[config.mk]
export PLATFORM = sky130hd
export DESIGN_NAME = rgb_switch_pwm
export DESIGN_NICKNAME = d
export VERILOG_FILES = /design/src/rtl/rgb_switch_pwm.sv
export SDC_FILE = /design/constraint.sdc
export NUM_CORES = 1
export LEC_CHECK = 0
export CAP_MARGIN = 5
export CELL_PAD_IN_SITES_DETAIL_PLACEMENT = 0
export CELL_PAD_IN_SITES_GLOBAL_PLACEMENT = 1
export CORE_MARGIN = 3
export CORE_UTILIZATION = 46
export DETAILED_ROUTE_END_ITERATION = 8
export GPL_TIMING_DRIVEN = 0
export HOLD_SLACK_MARGIN = 0.06
export PLACE_DENSITY_LB_ADDON = 0.1
export SYNTH_ARGS = -nofsm -noshare
export SYNTH_HDL_FRONTEND = slang
export SYNTH_SLANG_ARGS = --single-unit
[constraint.sdc]
create_clock -name clk -period 2.3 [get_ports clk]
set_clock_uncertainty 0.15 [all_clocks]
set_input_delay 0.69 -clock clk [delete_from_list [all_inputs] [get_ports clk]]
set_output_delay 0.69 -clock clk [all_outputs]
set_load 0.005 [all_outputs]
[src/rtl/rgb_switch_pwm.sv]
`default_nettype none
// ============================================================================
// rgb_switch_pwm : debounced slide switches gating a shared-duty PWM on RGB LED
// Revision 1.0
// ============================================================================
module rgb_switch_pwm #(
   parameter int DEBOUNCE_CYCLES = 1000000,
   parameter int PWM_BITS        = 8
) (
   input  logic                clk,
   input  logic                rst,
   input  logic [2:0]          SW,
   input  logic [PWM_BITS-1:0] DUTY,
   output logic                R,
   output logic                G,
   output logic                B,
   output logic [2:0]          sw_db,
   output logic [2:0]          sw_rise
);

   localparam int                CNT_W    = (DEBOUNCE_CYCLES > 1) ? $clog2(DEBOUNCE_CYCLES) : 1;
   localparam logic [CNT_W-1:0]  CNT_LAST = CNT_W'(DEBOUNCE_CYCLES - 1);
   localparam logic [PWM_BITS-1:0] PWM_LAST = '1;

   logic [2:0]          sync1;
   logic [2:0]          sync2;
   logic [2:0]          db_prev;
   logic [PWM_BITS-1:0] pwm_cnt;
   logic [PWM_BITS-1:0] duty_q;
   logic [2:0]          led;
   logic                pwm_on;

   always_ff @(posedge clk) begin
      if (rst) begin
         sync1 <= 3'b000;
         sync2 <= 3'b000;
      end else begin
         sync1 <= SW;
         sync2 <= sync1;
      end
   end

   // Any sample that agrees with the accepted level restarts the hold count.
   generate
      for (genvar i = 0; i < 3; i++) begin : g_debounce
         logic [CNT_W-1:0] cnt;
         logic             level;

         always_ff @(posedge clk) begin
            if (rst) begin
               cnt   <= '0;
               level <= 1'b0;
            end else if (sync2[i] == level) begin
               cnt <= '0;
            end else if (cnt == CNT_LAST) begin
               level <= sync2[i];
               cnt   <= '0;
            end else begin
               cnt <= cnt + CNT_W'(1);
            end
         end

         assign sw_db[i] = level;
      end
   endgenerate

   always_ff @(posedge clk) begin
      if (rst) begin
         db_prev <= 3'b000;
      end else begin
         db_prev <= sw_db;
      end
   end

   assign sw_rise = sw_db & ~db_prev;

   // Duty is only sampled at the period boundary so a period is never split.
   always_ff @(posedge clk) begin
      if (rst) begin
         pwm_cnt <= '0;
         duty_q  <= '0;
      end else begin
         pwm_cnt <= pwm_cnt + PWM_BITS'(1);
         if (pwm_cnt == PWM_LAST) begin
            duty_q <= DUTY;
         end
      end
   end

   assign pwm_on = (pwm_cnt < duty_q);

   always_ff @(posedge clk) begin
      if (rst) begin
         led <= 3'b000;
      end else begin
         led <= sw_db & {3{pwm_on}};
      end
   end

   assign R = led[0];
   assign G = led[1];
   assign B = led[2];

endmodule
`default_nettype wire
==> reports/results.txt <==
routability cong. -> 0.711
CTS Buf Count -> 9
hold_sp -> sync1[2]
CP cell instances -> nor2b_1 > clkdlybuf4s50_1
root buffer selected by CTS -> clkbuf_8
vias per cell -> 4.89
I/O Pins -> 22
Startpoint Class -> flop
WL/cell -> 11.9 microns
setup slack at placement -> -0.199 ns
Chip Height -> 98.1 microns
Design Power -> 2.94 mW
# setup viols final -> 0
n_diodes -> 0
final hold vios -> 0
Max Clock Freq -> 452 MHz
wirelength, routed -> 6.63 mm
outcome -> finished clean
Worst-Margin Slew -> 0.713 ns
RSZ-0062 raised after global routing -> no
sequential-to-total area share from yosys stat -> 0.467
placed cell area -> 4240 sq um
Hold Path Cell Cnt -> 1
Layout Area Growth over Synthesis -> 15.0%
post-DP HPWL -> 4.64 mm
Seq cells post-synth -> 91
Min-Delay Endpoint -> sync2[2]
vias in the first global route -> 2568
first-pass GRT wire length -> 11.6 mm
Synth Cell Area -> 3900 sq um
WP data required -> 1.46 ns
slew margin rel. -> 0.521
CP max stage cell -> clkdlybuf4s50_1
Synth warnings -> 0
initial antenna violation count -> 0
CTS Hold Bufs -> 0
switch share -> 0.195
Clock Sinks -> 91
Leak -> 1.57 nW
crit-path max cell delay -> 0.50 ns
Worst Slack Setup Final -> 0.0891 ns
design area -> 4480 sq um
H-tree Lvls -> 3
grt total ovfl -> 0
DR iter-0 viols -> 40
DRT Pass-1 Iters -> 4
die area -> 9620 sq um
MaxCap Viol Count -> 0
post-CTS setup buffer count -> 0
hold_ws -> 0.291 ns
fin crit period -> 2.21 ns
reg2reg start -> g_debounce[2].cnt[0]
GRT Util Overall -> 0.145
Logic pwr share -> 0.025
synthesized instance count -> 420
DRT antenna net count -> 0
Worst EP arrival -> 1.37 ns
crit end category -> output port
die width -> 98.1 microns
Worst-path clk slew -> 0.08 ns
via count of the routed design -> 2735
syn_area_per_cell -> 9.28 sq um
Synth cell types -> 39
Post-Syn Nets -> 444
largest net degree at the start of global routing -> 15
DRC viols -> 0
R2R depth -> 8
Initial Utilization -> 0.489
Worst Path Max Fanout -> 6
period utilisation layout -> 0.961
IO Port Bufs -> 21
P_sw -> 0.573 mW
area of the core -> 7970 sq um
Crit Path Category -> reg2out
CTS tree -> yes
Final Max Tran Viols -> 0
worst vdd ir -> 0.000340 V
share of layout cells above drive strength 1 -> 0.0832
cell family with most CP delay -> buffers and inverters
CTS max path bufs -> 2
reg2reg setup slack -> 0.36 ns
R2R Path End -> g_debounce[2].cnt[17]
clk_lat worst skew -> 0.34 ns
Min-Delay Path Class -> reg2reg
CP Buf/Inv Count -> 1
Pint -> 2.37 mW
register share of total power -> 0.540
row count -> 32
power share of the clock group -> 0.434
nets -> 476
Power Density -> 657 nW/um^2
## power by group through the flow
stage	combinational [mW]	clock (mW)	sequential (mW)
global placement	0.0732	0	1.63
floorplan	0.0405	0	1.63
global route	0.0842	1.39	1.59
finish	0.0742	1.28	1.59
detailed placement	0.0751	0	1.63
CTS	0.0758	1.32	1.59
## cell usage after synthesis
| library cell | number | area, sq um |
|---|---|---|
| a211oi_1 | 1 | 7.51 |
| a21o_1 | 1 | 7.51 |
| a21oi_1 | 4 | 20.0 |
| a31oi_1 | 1 | 6.26 |
| and2_1 | 4 | 25.0 |
| and3_1 | 15 | 93.8 |
| and3_2 | 1 | 7.51 |
| and4_1 | 11 | 96.3 |
| and4bb_2 | 1 | 12.5 |
| buf_1 | 1 | 3.75 |
| buf_12 | 1 | 20.0 |
| buf_2 | 1 | 5.00 |
| buf_4 | 6 | 45.0 |
| buf_6 | 2 | 22.5 |
| clkbuf_1 | 3 | 11.3 |
| dfxtp_1 | 91 | 1820 |
| ha_1 | 11 | 138 |
| inv_1 | 11 | 41.3 |
| mux2i_1 | 11 | 110 |
| nand2_1 | 25 | 93.8 |
| nand2b_1 | 3 | 18.8 |
| nand3_1 | 27 | 135 |
| nand3_2 | 1 | 10.0 |
| nand4_1 | 6 | 37.5 |
| nand4b_1 | 1 | 8.76 |
| nor2_1 | 85 | 319 |
| nor2b_1 | 13 | 81.3 |
| nor3_1 | 1 | 5.00 |
| nor3_2 | 5 | 50.1 |
| nor4_1 | 2 | 12.5 |
| nor4_2 | 1 | 12.5 |
| nor4b_1 | 2 | 17.5 |
| nor4bb_1 | 1 | 10.0 |
| o21ai_0 | 3 | 15.0 |
| or2_1 | 2 | 12.5 |
| or3_1 | 3 | 18.8 |
| or3_4 | 1 | 11.3 |
| xnor2_1 | 20 | 175 |
| xor2_1 | 41 | 359 |
## stage by stage
step | TNS, ns | cells | util
after floorplan | 0 | 420 | -
after global placement | -1.86 | 543 | 0.532
after detailed placement | -2.00 | 543 | 0.532
after CTS | 0 | 559 | 0.563
after global routing | 0 | 559 | 0.563
final | 0 | 559 | 0.563
## routing by layer
metal,wire (microns),share of wire,GRT usage,vias up
met4,105,0.016,0.0628,0
met1,3460,0.52,0.202,1233
li1,-,-,-,1464
met2,2860,0.43,0.216,29
met3,206,0.031,0.0336,9
met5,0,0,0,-
## worst register-to-register path, delay by kind of cell (launching register included)
kind	cells	cell delay, ns
flops	1	0.36
simple gates	5	0.85
fa+ha+maj	1	0.21
buf+inv	2	0.27
## placed cells by master (no fill, tap or decap), types with 2 or more instances in the layout
cell type        netlist  routed
o21ai_0                3       3
dfxtp_1               91      88
buf_6                  2       2
clkdlybuf4s50_1        0      21
and4_1                11      11
xnor2_1               20      20
buf_4                  6       6
clkbuf_8               0      10
mux2i_1               11      11
clkinv_2               0       2
nand2_1               25      25
or2_1                  2       2
nor4b_1                2       2
ha_1                  11      11
nor2_1                85      85
nor4_1                 2       2
nor3_2                 5       5
nor2b_1               13      13
or3_1                  3       3
xor2_1                41      41
nand2b_1               3       3
a21oi_1                4       4
and3_1                15      15
nand3_1               27      27
and2_1                 4       4
clkbuf_1               3       4
nand4_1                6       6
inv_1                 11      11
bufinv_16              0       3
dfxtp_2                0       2
## final cells by class
type	instances	area (sq um)
multi-input combinational	304	1930
buffer	14	108
tap	102	128
fill	730	3480
timing repair buffer	21	210
inverter	11	41.3
sequential	91	1830
clock inverter	5	100
clock buffer	11	141
## worst max-delay path by stage
stage                          from                     to  slack [ns]  depth (start not counted)
2_1_floorplan  g_debounce[2].cnt[0]  g_debounce[2].cnt[16]        0.52                          8
3_3_place_gp                    rst             pwm_cnt[2]       -0.18                          4
3_5_place_dp                    rst              duty_q[6]       -0.20                          4
4_1_cts         g_debounce[0].level             sw_rise[0]        0.04                          2
5_1_grt         g_debounce[2].level             sw_rise[2]       0.003                          2
6_report        g_debounce[1].level             sw_rise[1]        0.09                          2
## logic make-up after synthesis
group           count (synthesis)  synth area share
mux                            11            0.0282
xor+xnor                       61             0.137
flops                          91             0.467
simple gates                  211             0.280
compound gates                 10            0.0144
fa+ha+maj                      11            0.0353
buf+inv                        25            0.0382
## flip-flops by register name, summed over array words and instances, names as in the netlist
| name | cells |
|---|---|
| sync2 | 3 |
| sync1 | 3 |
| db_prev | 3 |
| pwm_cnt | 8 |
| duty_q | 8 |
| led | 3 |
| g_debounce.level | 3 |
| g_debounce.cnt | 60 |
## timing repair
| action | in CTS | in global routing |
|---|---|---|
| resized for setup | 3 | 1 |
| gates cloned | 0 | 0 |
| pin swaps | 0 | 0 |
| endpoints found under the setup margin | 3 | 1 |
No activity file was read; power rests on OpenSTA's default activity.
